<file path="src/rtl/my_and3_if.sv">
// ---------------------------------------------------------------------------
// my_and3_if
//   Bundles the operand, enable and result signals of the my_and3 gate block.
//   clk and rst_n are not part of the bundle and stay plain module ports.
//
//   Parameters
//     WIDTH  bit width of a, b, x and x_q
//     CNT_W  width of the high-cycle counter hi_cnt
//
//   Signals
//     a, b    operands (driven by the master)
//     en      register enable for x_q (driven by the master)
//     x       combinational a & b
//     x_q     registered a & b, updated only while en = 1
//     x_all   registered reduction AND of (a & b)
//     x_rise  one-cycle pulse on a 0 -> 1 transition of x_all
//     hi_cnt  saturating count of cycles on which x_all was sampled as 1
//
//   Modports
//     master  drives a, b, en and observes every result
//     slave   the gate block: reads a, b, en and drives every result
// ---------------------------------------------------------------------------
interface my_and3_if #(
  parameter int WIDTH = 1,
  parameter int CNT_W = 8
) ();

  logic [WIDTH-1:0] a;
  logic [WIDTH-1:0] b;
  logic             en;
  logic [WIDTH-1:0] x;
  logic [WIDTH-1:0] x_q;
  logic             x_all;
  logic             x_rise;
  logic [CNT_W-1:0] hi_cnt;

  modport master (
    output a, b, en,
    input  x, x_q, x_all, x_rise, hi_cnt
  );

  modport slave (
    input  a, b, en,
    output x, x_q, x_all, x_rise, hi_cnt
  );

endinterface

</file>
<file path="src/rtl/my_and3.sv">
// ---------------------------------------------------------------------------
// my_and3
//   Two-input AND gate from the basic-gates library, bit-wise over WIDTH bits,
//   with clocked companions for downstream synchronous logic.
//
//   Ports
//     clk    system clock, rising-edge active
//     rst_n  asynchronous active-low reset; clears every registered output
//     bus    my_and3_if.slave
//              a, b, en        inputs
//              x               combinational a & b (independent of clk/rst_n)
//              x_q             registered a & b, held while en = 0
//              x_all           registered &(a & b), sampled every edge
//              x_rise          one-cycle pulse when x_all goes 0 -> 1
//              hi_cnt          saturating count of edges with &(a & b) = 1
// ---------------------------------------------------------------------------
module my_and3 #(
  parameter int WIDTH = 1,
  parameter int CNT_W = 8
) (
  input  logic      clk,
  input  logic      rst_n,
  my_and3_if.slave  bus
);

  localparam logic [CNT_W-1:0] CNT_MAX = {CNT_W{1'b1}};

  logic [WIDTH-1:0] and_w;
  logic             and_all_w;

  logic [WIDTH-1:0] and_d,  and_q;
  logic             all_d,  all_q;
  logic             rise_d, rise_q;
  logic [CNT_W-1:0] cnt_d,  cnt_q;

  // The combinational result never touches the clock or reset, so x stays
  // correct with clk stopped and rst_n held in either state.
  assign and_w     = bus.a & bus.b;
  assign and_all_w = &and_w;
  assign bus.x     = and_w;

  // all_q doubles as the previous-state flag for the rise detector: it still
  // holds the last sample when the new sample is compared against it.
  always_comb begin
    and_d  = and_q;
    all_d  = and_all_w;
    rise_d = and_all_w & ~all_q;
    cnt_d  = cnt_q;
    if (bus.en) begin
      and_d = and_w;
    end
    if (and_all_w && (cnt_q != CNT_MAX)) begin
      cnt_d = cnt_q + CNT_W'(1);
    end
  end

  always_ff @(posedge clk or negedge rst_n) begin
    if (!rst_n) begin
      and_q  <= '0;
      all_q  <= 1'b0;
      rise_q <= 1'b0;
      cnt_q  <= '0;
    end else begin
      and_q  <= and_d;
      all_q  <= all_d;
      rise_q <= rise_d;
      cnt_q  <= cnt_d;
    end
  end

  assign bus.x_q    = and_q;
  assign bus.x_all  = all_q;
  assign bus.x_rise = rise_q;
  assign bus.hi_cnt = cnt_q;

endmodule

</file>
<file path="src/flat_wrapper.sv">
// flat-port wrapper written by rule: the top's interface ports become plain ports
module my_and3_flat 
#(
  parameter int WIDTH = 1,
  parameter int CNT_W = 8
)
  (clk, rst_n, bus_a, bus_b, bus_en, bus_x, bus_x_q, bus_x_all, bus_x_rise, bus_hi_cnt);
  my_and3_if #(.WIDTH(WIDTH), .CNT_W(CNT_W)) bus_i ();
  input  logic clk;
  input  logic rst_n;
  input wire logic [$bits(bus_i.a)-1:0] bus_a;
  input wire logic [$bits(bus_i.b)-1:0] bus_b;
  input wire logic [$bits(bus_i.en)-1:0] bus_en;
  output wire logic [$bits(bus_i.x)-1:0] bus_x;
  output wire logic [$bits(bus_i.x_q)-1:0] bus_x_q;
  output wire logic [$bits(bus_i.x_all)-1:0] bus_x_all;
  output wire logic [$bits(bus_i.x_rise)-1:0] bus_x_rise;
  output wire logic [$bits(bus_i.hi_cnt)-1:0] bus_hi_cnt;
  assign bus_i.a = bus_a;
  assign bus_i.b = bus_b;
  assign bus_i.en = bus_en;
  assign bus_x = bus_i.x;
  assign bus_x_q = bus_i.x_q;
  assign bus_x_all = bus_i.x_all;
  assign bus_x_rise = bus_i.x_rise;
  assign bus_hi_cnt = bus_i.hi_cnt;
  my_and3 #(.WIDTH(WIDTH), .CNT_W(CNT_W)) u_core (.clk(clk), .rst_n(rst_n), .bus(bus_i));
endmodule
</file>
<file path="config.mk">
export PLATFORM = sky130hd
export DESIGN_NAME = my_and3_flat
export DESIGN_NICKNAME = d
export VERILOG_FILES = /design/src/rtl/my_and3_if.sv /design/src/rtl/my_and3.sv /design/src/flat_wrapper.sv
export SDC_FILE = /design/constraint.sdc
export NUM_CORES = 1
export LEC_CHECK = 0
export CORE_AREA = 5 5 42 44
export DETAILED_ROUTE_END_ITERATION = 8
export DIE_AREA = 0 0 47 49
export MAX_ROUTING_LAYER = met4
export PLACE_DENSITY = 0.71
export SLEW_MARGIN = 20
export SYNTH_ARGS = -nofsm -noshare
export SYNTH_HDL_FRONTEND = slang
export SYNTH_SLANG_ARGS = --single-unit
</file>
<file path="constraint.sdc">
create_clock -name clk -period 4.1 [get_ports clk]
set_clock_uncertainty 0.15 [all_clocks]
set_input_delay 0.82 -clock clk [delete_from_list [all_inputs] [get_ports clk]]
set_output_delay 0.82 -clock clk [all_outputs]
set_load 0.1 [all_outputs]
</file>
# Word level (Yosys, flattened, before mapping)
# Cells that the tools add are included.
# totals
latchBits	0
mem_count	0
elab_cells	10
romBits	0
inputBits	5
mem_bits_rw	0
out_inout_bits	12
ff_bits	11
# classes
n_mux	0
eq_ne	1
addsub	1
n_reduce_logical	1
order_cmp	0
n_mul	0
div_mod_pow	0
shift	0
bitwise	3
# op_table
op	n
adder 8 x 1 -> 8 bit (second input constant)	1
inequality test 8 bit (second input constant)	1
AND 1 bit	2
logical AND 1 bit	1
inverter 1 bit	1

# Logic depth before layout (Yosys ltp)
# logic_depth
ltp_word	2
mapped_depth	5
mapped_depth_nobuf	5

# Worst setup path before layout
# No wires, ideal clock.
# synth_path
path_kind	input to output
startpoint	input bus_a
endpoint	output bus_x
path_slack_ps	1606
path_stages	2
t_required_ps	3130
t_arrival_ps	1524
path_buffers	0
cell_sequence	nand2_1 inv_1
# synth_via
elab_chain_len	1
# synth_rtl
element	line_no	text
from (decl)	flat_wrapper.sv:11	input wire logic [$bits(bus_i.a)-1:0] bus_a;
AND 1 bit	my_and3.sv:38	assign and_w = bus.a & bus.b;
to (decl)	flat_wrapper.sv:14	output wire logic [$bits(bus_i.x)-1:0] bus_x;
# Every way passes these cells.

# Worst setup path after layout
# layout_path
startpoint	register u_core.cnt_q[2] (netlist: u_core.bus.hi_cnt[2])
endpoint	output bus_hi_cnt[2]
# layout_lines
element	line_no	text
from (decl)	my_and3.sv:34	logic [CNT_W-1:0] cnt_d, cnt_q;
from (signal assigned)	my_and3.sv:67	cnt_q <= cnt_d;
to (decl)	flat_wrapper.sv:18	output wire logic [$bits(bus_i.hi_cnt)-1:0] bus_hi_cnt;
# No word-level cell between the ends.

==> flow_metrics.tcl <==
set metrics [dict create \
    outcome "completed" \
    ctsHoldBuffers 0 \
    hpwl_um 702 \
    grt_start_max_net_pins 12 \
    core_mm2 0.00140 \
    min_path_type "flip-flop to flip-flop" \
    fin_tns_setup_ns 0 \
    fillers 146 \
    viasPerCell 4.92 \
    antenna_cells 0 \
    cp-end-kind "output port" \
    min_period_ns 2.87 \
    wl_per_cell_um 12.1 \
    die_h_um 49 \
    clkSinkCount 11 \
    max_slew_margin 0.350 \
    cap_violations 0 \
    port_buffers 16 \
    grt_pass1_vias 363 \
    yosysWarnings 0 \
    critPathKind "flip-flop to output port" \
    syn2layout_area_growth_pct 41.9 \
    cts_buffers 3 \
    die-area_mm2 0.00230 \
    avgSynthCellArea_um2 12.2 \
    antenna_found_initial 0 \
    cts.clk_slew.worst_paths_ns 0.06 \
    cts-resized-gates 0 \
    ff_latch_area_um2 275 \
    start_util 0.347 \
    gp_congestion 0.739 \
    clock_latency_ns 0.26 \
    tritoncts "built" \
    post-route-period-util 0.700 \
    dieWidth_um 47 \
    multi_input_area_um2 204 \
    synth_top_area_cell "dfrtp_1" \
    syn_nets 46 \
    htreeDepth 1 \
    required_ns 3.13 \
    hold_viol_final 0 \
    ys_seq_area_frac 0.566 \
    setup_ws_ns 1.23 \
    num_io_pins 17 \
    synth.top_cell.area_share 0.566 \
    routed_wl_um 921 \
    cts_setup_buffers 0 \
    cp_data_arrival_time_ns 1.90 \
    dr.pass1.iters 2 \
    grt_pass1_wl_um 1600 \
    rsz0062_at_grt "no" \
    finalSetupViolations 0 \
    dr.first_iter.drc_count 3 \
    path_max_fanout 6 \
    max_freq_ghz 0.348 \
    cp_slowest_cell "clkdlybuf4s50_1" \
    clock_path_buffers 2 \
    drv_slew 0 \
    dp_slack_ns 1.30 \
    holdWs_ns 0.268 \
    rows 14 \
    syn-cell-area_um2 487 \
    root_buffer "clkbuf_4" \
    drc 0 \
    slowest_delay_ns 1.18 \
    drive_gt1_frac 0.167 \
    nets 67 \
    worstMarginPinSlew_ns 0.971 \
    ys_types 18 \
    critical-path-top-delay-family "buffers and inverters" \
    final_core_util 0.493 \
    gr-usage-all-layers 0.0972 \
    synthCells 40 \
    start_kind "flip-flop" \
    dr_total_vias 374 \
    ys_ff_latch 11 \
    yosys-top-cells-area "dfrtp_1 57%, xnor2_1 7.2%, mux2_2 6.9%" \
    ant_nets 0 \
    overflow 0 \
    path_cells "clkdlybuf4s50_1" \
    path_buf_inv 1 \
]
area by class of cell:
cell class,count,share of cell area
inverters,2,0.0109
repair buffers,16,0.228
multi-input cells,27,0.295
clock buffers,4,0.0380
well taps,16,0.0290
flip-flops and latches,11,0.399
worst paths after layout:
kind / startpoint / end / slack, ns / depth (start not counted)
worst max register to register: u_core.bus.hi_cnt[3]$_DFFE_PN0P_ / u_core.bus.hi_cnt[1]$_DFFE_PN0P_ / 2.55 / 4
max in group asynchronous: rst_n / u_core.bus.x_rise$_DFF_PN0_ / 2.71 / 1
worst max-delay path: u_core.bus.hi_cnt[2]$_DFFE_PN0P_ / bus_hi_cnt[2] / 1.23 / 1
worst min-delay path: u_core.bus.x_all$_DFF_PN0_ / u_core.bus.x_rise$_DFF_PN0_ / 0.27 / 1
worst min register to register: u_core.bus.x_all$_DFF_PN0_ / u_core.bus.x_rise$_DFF_PN0_ / 0.27 / 1
min in group asynchronous: rst_n / u_core.bus.hi_cnt[6]$_DFFE_PN0P_ / 0.75 / 1
per-stage QoR:
step           cell area [µm²]  std cells
6_report                   691         76
5_1_grt                    691         76
4_1_cts                    691         76
3_5_place_dp               664         72
3_3_place_gp               664         72
2_1_floorplan              487         40
cell families (layout without fill, tap and decap cells):
kind of cell	after synthesis	in the layout	share of synthesized area
flops	11	11	0.566
buf+inv	2	22	0.0154
simple gates	14	14	0.172
compound gates	4	4	0.0565
xor+xnor	4	4	0.0720
mux	4	4	0.0925
fa+ha+maj	1	1	0.0257
registers in the layout, indices dropped and copies added, names as in the netlist:
signal and flops:
u_core.bus.x_all 1, u_core.bus.x_rise 1, u_core.bus.x_q 1, u_core.bus.hi_cnt 8
cell usage after synthesis, drive strengths merged:
master and count:
inv 2, nand3 4, ha 1, nor3 1, nand2 4, and3 2, xnor2 4, nor2 2
a21oi 1, nand4 1, o2111ai 1, mux2 4, dfrtp 11, o21ai 2
per-layer routing:
metal  part of all wire  GRT usage  up-vias
met5                  0          -        -
met4             0.0065     0.0415        0
met3              0.056     0.0332        2
met2               0.44      0.118       11
met1               0.49      0.144      177
li1                   -          -      184
cell usage in the layout (no fill, tap or decap), drive strengths merged, types with 2 or more instances in the layout:
cell and instances:
nor2 2, mux2 4, xnor2 4, clkbuf 4
nand2 4, and3 2, clkdlybuf4s50 15, inv 2
o21ai 2, nand3 4, dfrtp 11
worst register-to-register path, stage by stage, from the launching register on:
cell and delay [ns]:
dfrtp_1 0.43, and3_4 0.24, nand3_4 0.10, o21ai_2 0.18, mux2_1 0.34
Power is not shown: default switching activity piles up to over one toggle a cycle in this logic, so the estimate is an artifact.
==> variant 1, RTL diff (same settings) <==
`CNT_W` is set to 8 in 3 places; all go to 9.
--- a/src/rtl/my_and3_if.sv
+++ b/src/rtl/my_and3_if.sv
@@ -24,3 +24,3 @@
   parameter int WIDTH = 1,
-  parameter int CNT_W = 8
+  parameter int CNT_W = 9
 ) ();
--- a/src/rtl/my_and3.sv
+++ b/src/rtl/my_and3.sv
@@ -18,3 +18,3 @@
   parameter int WIDTH = 1,
-  parameter int CNT_W = 8
+  parameter int CNT_W = 9
 ) (
--- a/src/flat_wrapper.sv
+++ b/src/flat_wrapper.sv
@@ -4,3 +4,3 @@
   parameter int WIDTH = 1,
-  parameter int CNT_W = 8
+  parameter int CNT_W = 9
 )
Interface: changed (resized bus_hi_cnt); port bits go from 17 to 18. The function was not compared with the original's and may differ.
==> variant 1 against the original RTL <==
Synthesized area rose by 5.9%; synthesized cell count rose by 2.5%; wire length rose by 2.2%; first-iteration DRC count fell by 67%; sequential cell count rose by 1; setup slack barely moved; die area did not move; maximum frequency barely moved; final area rose by 6.3%; critical path type unchanged; critical endpoint unchanged.
Power is not shown: default switching activity piles up to over one toggle a cycle in this logic, so the estimate is an artifact.
==> variant 1: results <==
hold_path:
  hp-class: "flop to flop"
logic_synthesis:
  synth_top_cells_by_count: "dfrtp_1, xor2_1"
  synthDistinctLibCells: 15
  ys_async_sr_fraction: 1.00
  seq_area_frac_synth: 0.583
  ys_warn_count: 0
  synth.avg_cell_area_um2: 12.6
  syn_nets: 48
  ys.flop_type: "dfrtp_1"
  synth_area_leaders: "dfrtp_1, xor2_1, mux2_2"
worst_setup_path:
  critical_path.max_stage_delay_ns: 1.17
  cp_top_family: "buffers and inverters"
  slowest_stage: "clkdlybuf4s50_1"
  cp_max_fo: 6
  cp.arrival_ns: 1.90
final_layout:
  layout.nets: 69
  diodes: 0
  final-instance-count-excl-fill: 77
  largest_reg_flops: 9
  drive_gt1_frac: 0.148
  n_fill_cell: 137
place:
  hpwlAfterDp_um: 721
  dp_cells: 73
  port_buffers: 17
  gp_congestion: 0.660
  dp_slack_ns: 1.31
grt:
  grt_pass1_wl_um: 1640
  grt_max_degree: 13
  grt_overflow_total: 0
  antenna_found_initial: 0
  grt_usage: 0.104
  grt_pass1_vias: 384
clocking:
  cts_max_level: 1
  cts_root_buffer: "clkbuf_4"
  cts_setup_buffers: 0
  cts_buffers: 3
  insertion_delay_ns: 0.27
  cts_buffer_depth: 2
  cts.clk_slew.worst_paths_ns: 0.08
  cts_resized: 0
drt:
  drt_iter0_markers: 1
  wirelength_um: 941
  via_per_inst: 4.84
  drt_pass1_iterations: 2
outcome:
  status: "finished clean"
sta:
  tightest_slew_ns: 0.977
-- variant 1: metal layers --
metal | vias to the layer above | wire length (um) | GRT usage
met2 | 12 | 442 | 0.136
met3 | 2 | 56 | 0.0332
li1 | 181 | - | -
met1 | 178 | 426 | 0.132
met4 | 0 | 16 | 0.0691
met5 | - | 0 | -
-- variant 1: metrics by stage --
step	cell area, um^2	hold WS (ns)
3_3_place_gp	698	0.271
5_1_grt	734	0.301
4_1_cts	734	0.278
3_5_place_dp	698	0.268
6_report	734	0.276
2_1_floorplan	515	0.374
-- variant 1: cell families after synthesis --
group                      synth area share
and+or+nand+nor                       0.167
DFF                                   0.583
xor gates and xnor gates              0.119
muxes                                0.0655
buffers and inverters                0.0170
adders and majority gates            0.0485
-- variant 1: worst paths after layout --
path,from,end,slack [ns],depth (start not counted)
worst max-delay path,u_core.bus.hi_cnt[2],bus_hi_cnt[2],1.23,1
worst min-delay path,u_core.bus.x_all,u_core.bus.x_rise,0.28,1
worst max register to register,u_core.bus.hi_cnt[0],u_core.bus.hi_cnt[1],2.11,6
worst min register to register,u_core.bus.x_all,u_core.bus.x_rise,0.28,1
max in group asynchronous,rst_n,u_core.bus.x_all,2.70,1
min in group asynchronous,rst_n,u_core.bus.hi_cnt[4],0.75,1
-- variant 1: final cells by class --
| type | instances | area share |
|---|---|---|
| Timing Repair Buffer | 17 | 0.228 |
| Inverter | 1 | 0.00511 |
| Sequential cell | 12 | 0.409 |
| Tap cell | 16 | 0.0273 |
| Multi-Input combinational cell | 27 | 0.281 |
| Clock buffer | 4 | 0.0494 |
==> variant 2, RTL diff (same flow settings) <==
Without the edit above. Reset style: synchronous (`rst_n`), changed in one clocked block. Comments in the files are not updated.
--- a/src/rtl/my_and3.sv
+++ b/src/rtl/my_and3.sv
@@ -56,3 +56,3 @@
 
-  always_ff @(posedge clk or negedge rst_n) begin
+  always_ff @(posedge clk) begin
     if (!rst_n) begin
Behaviour: differs if rst_n is asserted again (counterexample within 4 cycles, from zero or initial values and one cycle with rst_n low); with rst_n held inactive, the same outputs for 10 cycles.
==> variant 2 against the original RTL <==
Hold slack worse by 0.0086 ns; critical path depth rose by 2; setup slack got worse by 0.0080 ns; final area decreased by 0.91%; highest routed layer unchanged; core utilization shrank 0.45 points; sequential cell count is the same; largest cell class is now multi-input combinational cells; wire length rose by 12%; synthesized area rose by 1.0%; maximum frequency fell by 0.28%.
==> variant 2: results <==
logic_synthesis:
  synth_compound_area_frac: 0.165
  synth-adder-area-share: 0.0254
  synthDistinctLibCells: 26
  synth_area_leaders: "dfxtp_1, nor2_1, nand4_4"
  syn_nets: 59
  synth_xor_xnor_area_share: 0.0356
  synth_top_cells_by_count: "dfxtp_1, nor2_1, a21oi_1"
  ys.flop_type: "dfxtp_1"
  synth.area.mux_share: 0.0204
  netlist_instances: 53
  seq_area_frac_synth: 0.448
  ys_async_sr_fraction: 0
drt:
  drt_pass1_iterations: 3
  wl_met1_um: 459
  wl_met3_um: 56
  drt_iter0_markers: 7
  avgRoutedWirePerCell_um: 11.7
  dr_wl_met2_um: 475
  num_vias: 453
worst_setup_path:
  r2r_end: "u_core.bus.hi_cnt[5]"
  cp-startpoint: "bus_a"
  r2r_cells: 5
  cp_max_fo: 5
  cp_top_family: "buffers and inverters"
  reg2reg_slack_ns: 2.44
  endpoint: "bus_x"
  r2r-start: "u_core.bus.hi_cnt[0]"
grt:
  grt_use_met1: 0.125
  grt_pass1_wl_um: 1750
  grt_usage: 0.109
  grt_pass1_vias: 426
  grt_max_degree: 9
place:
  hpwlAfterDp_um: 769
  place_area_um2: 658
  gp_congestion: 0.757
  dp_cells: 84
final_layout:
  drive_gt1_frac: 0.0833
  final-instance-count-excl-fill: 88
outcome:
  status: "finished clean"
power:
  p_leak_nw: 0.244
sta:
  post-route-period-util: 0.702
  tightest_slew_ns: 0.970
hold_path:
  hp-start: "u_core.bus.x_all"
  min_to: "u_core.bus.x_rise"
variant 2: changes by cell type in the layout (fill, tap and decap cells not counted), sizes merged, moves of 3 or more:
| cell | change |
|---|---|
| dfrtp | -11 |
| dfxtp | +11 |
| mux2 | -4 |
| nor2 | +4 |
| a21oi | +3 |
| xnor2 | -3 |
variant 2: per-stage QoR:
step / hold slack [ns] / setup WS, ns
finish: 0.259 / 1.22
global route: 0.292 / 1.16
CTS: 0.267 / 1.21
detailed placement: 0.258 / 1.22
global placement: 0.253 / 1.22
floorplan: 0.709 / 1.80
variant 2: layout make-up:
cell class	instances	area [um^2]
multi-input cells	39	253
well taps	16	20.0
clock buffers	4	26.3
flip-flops and latches	11	220
inverters	2	7.51
repair buffers	16	158
fillers	142	717
variant 2: power by group:
group | internal (W) | switching [W] | total (W)
logic | 0.0000104 | 0.0000282 | 0.0000386
clock network | 0.0000377 | 0.0000358 | 0.0000735
registers | 0.000109 | 0.00000252 | 0.000112
total | 0.000157 | 0.0000665 | 0.000224
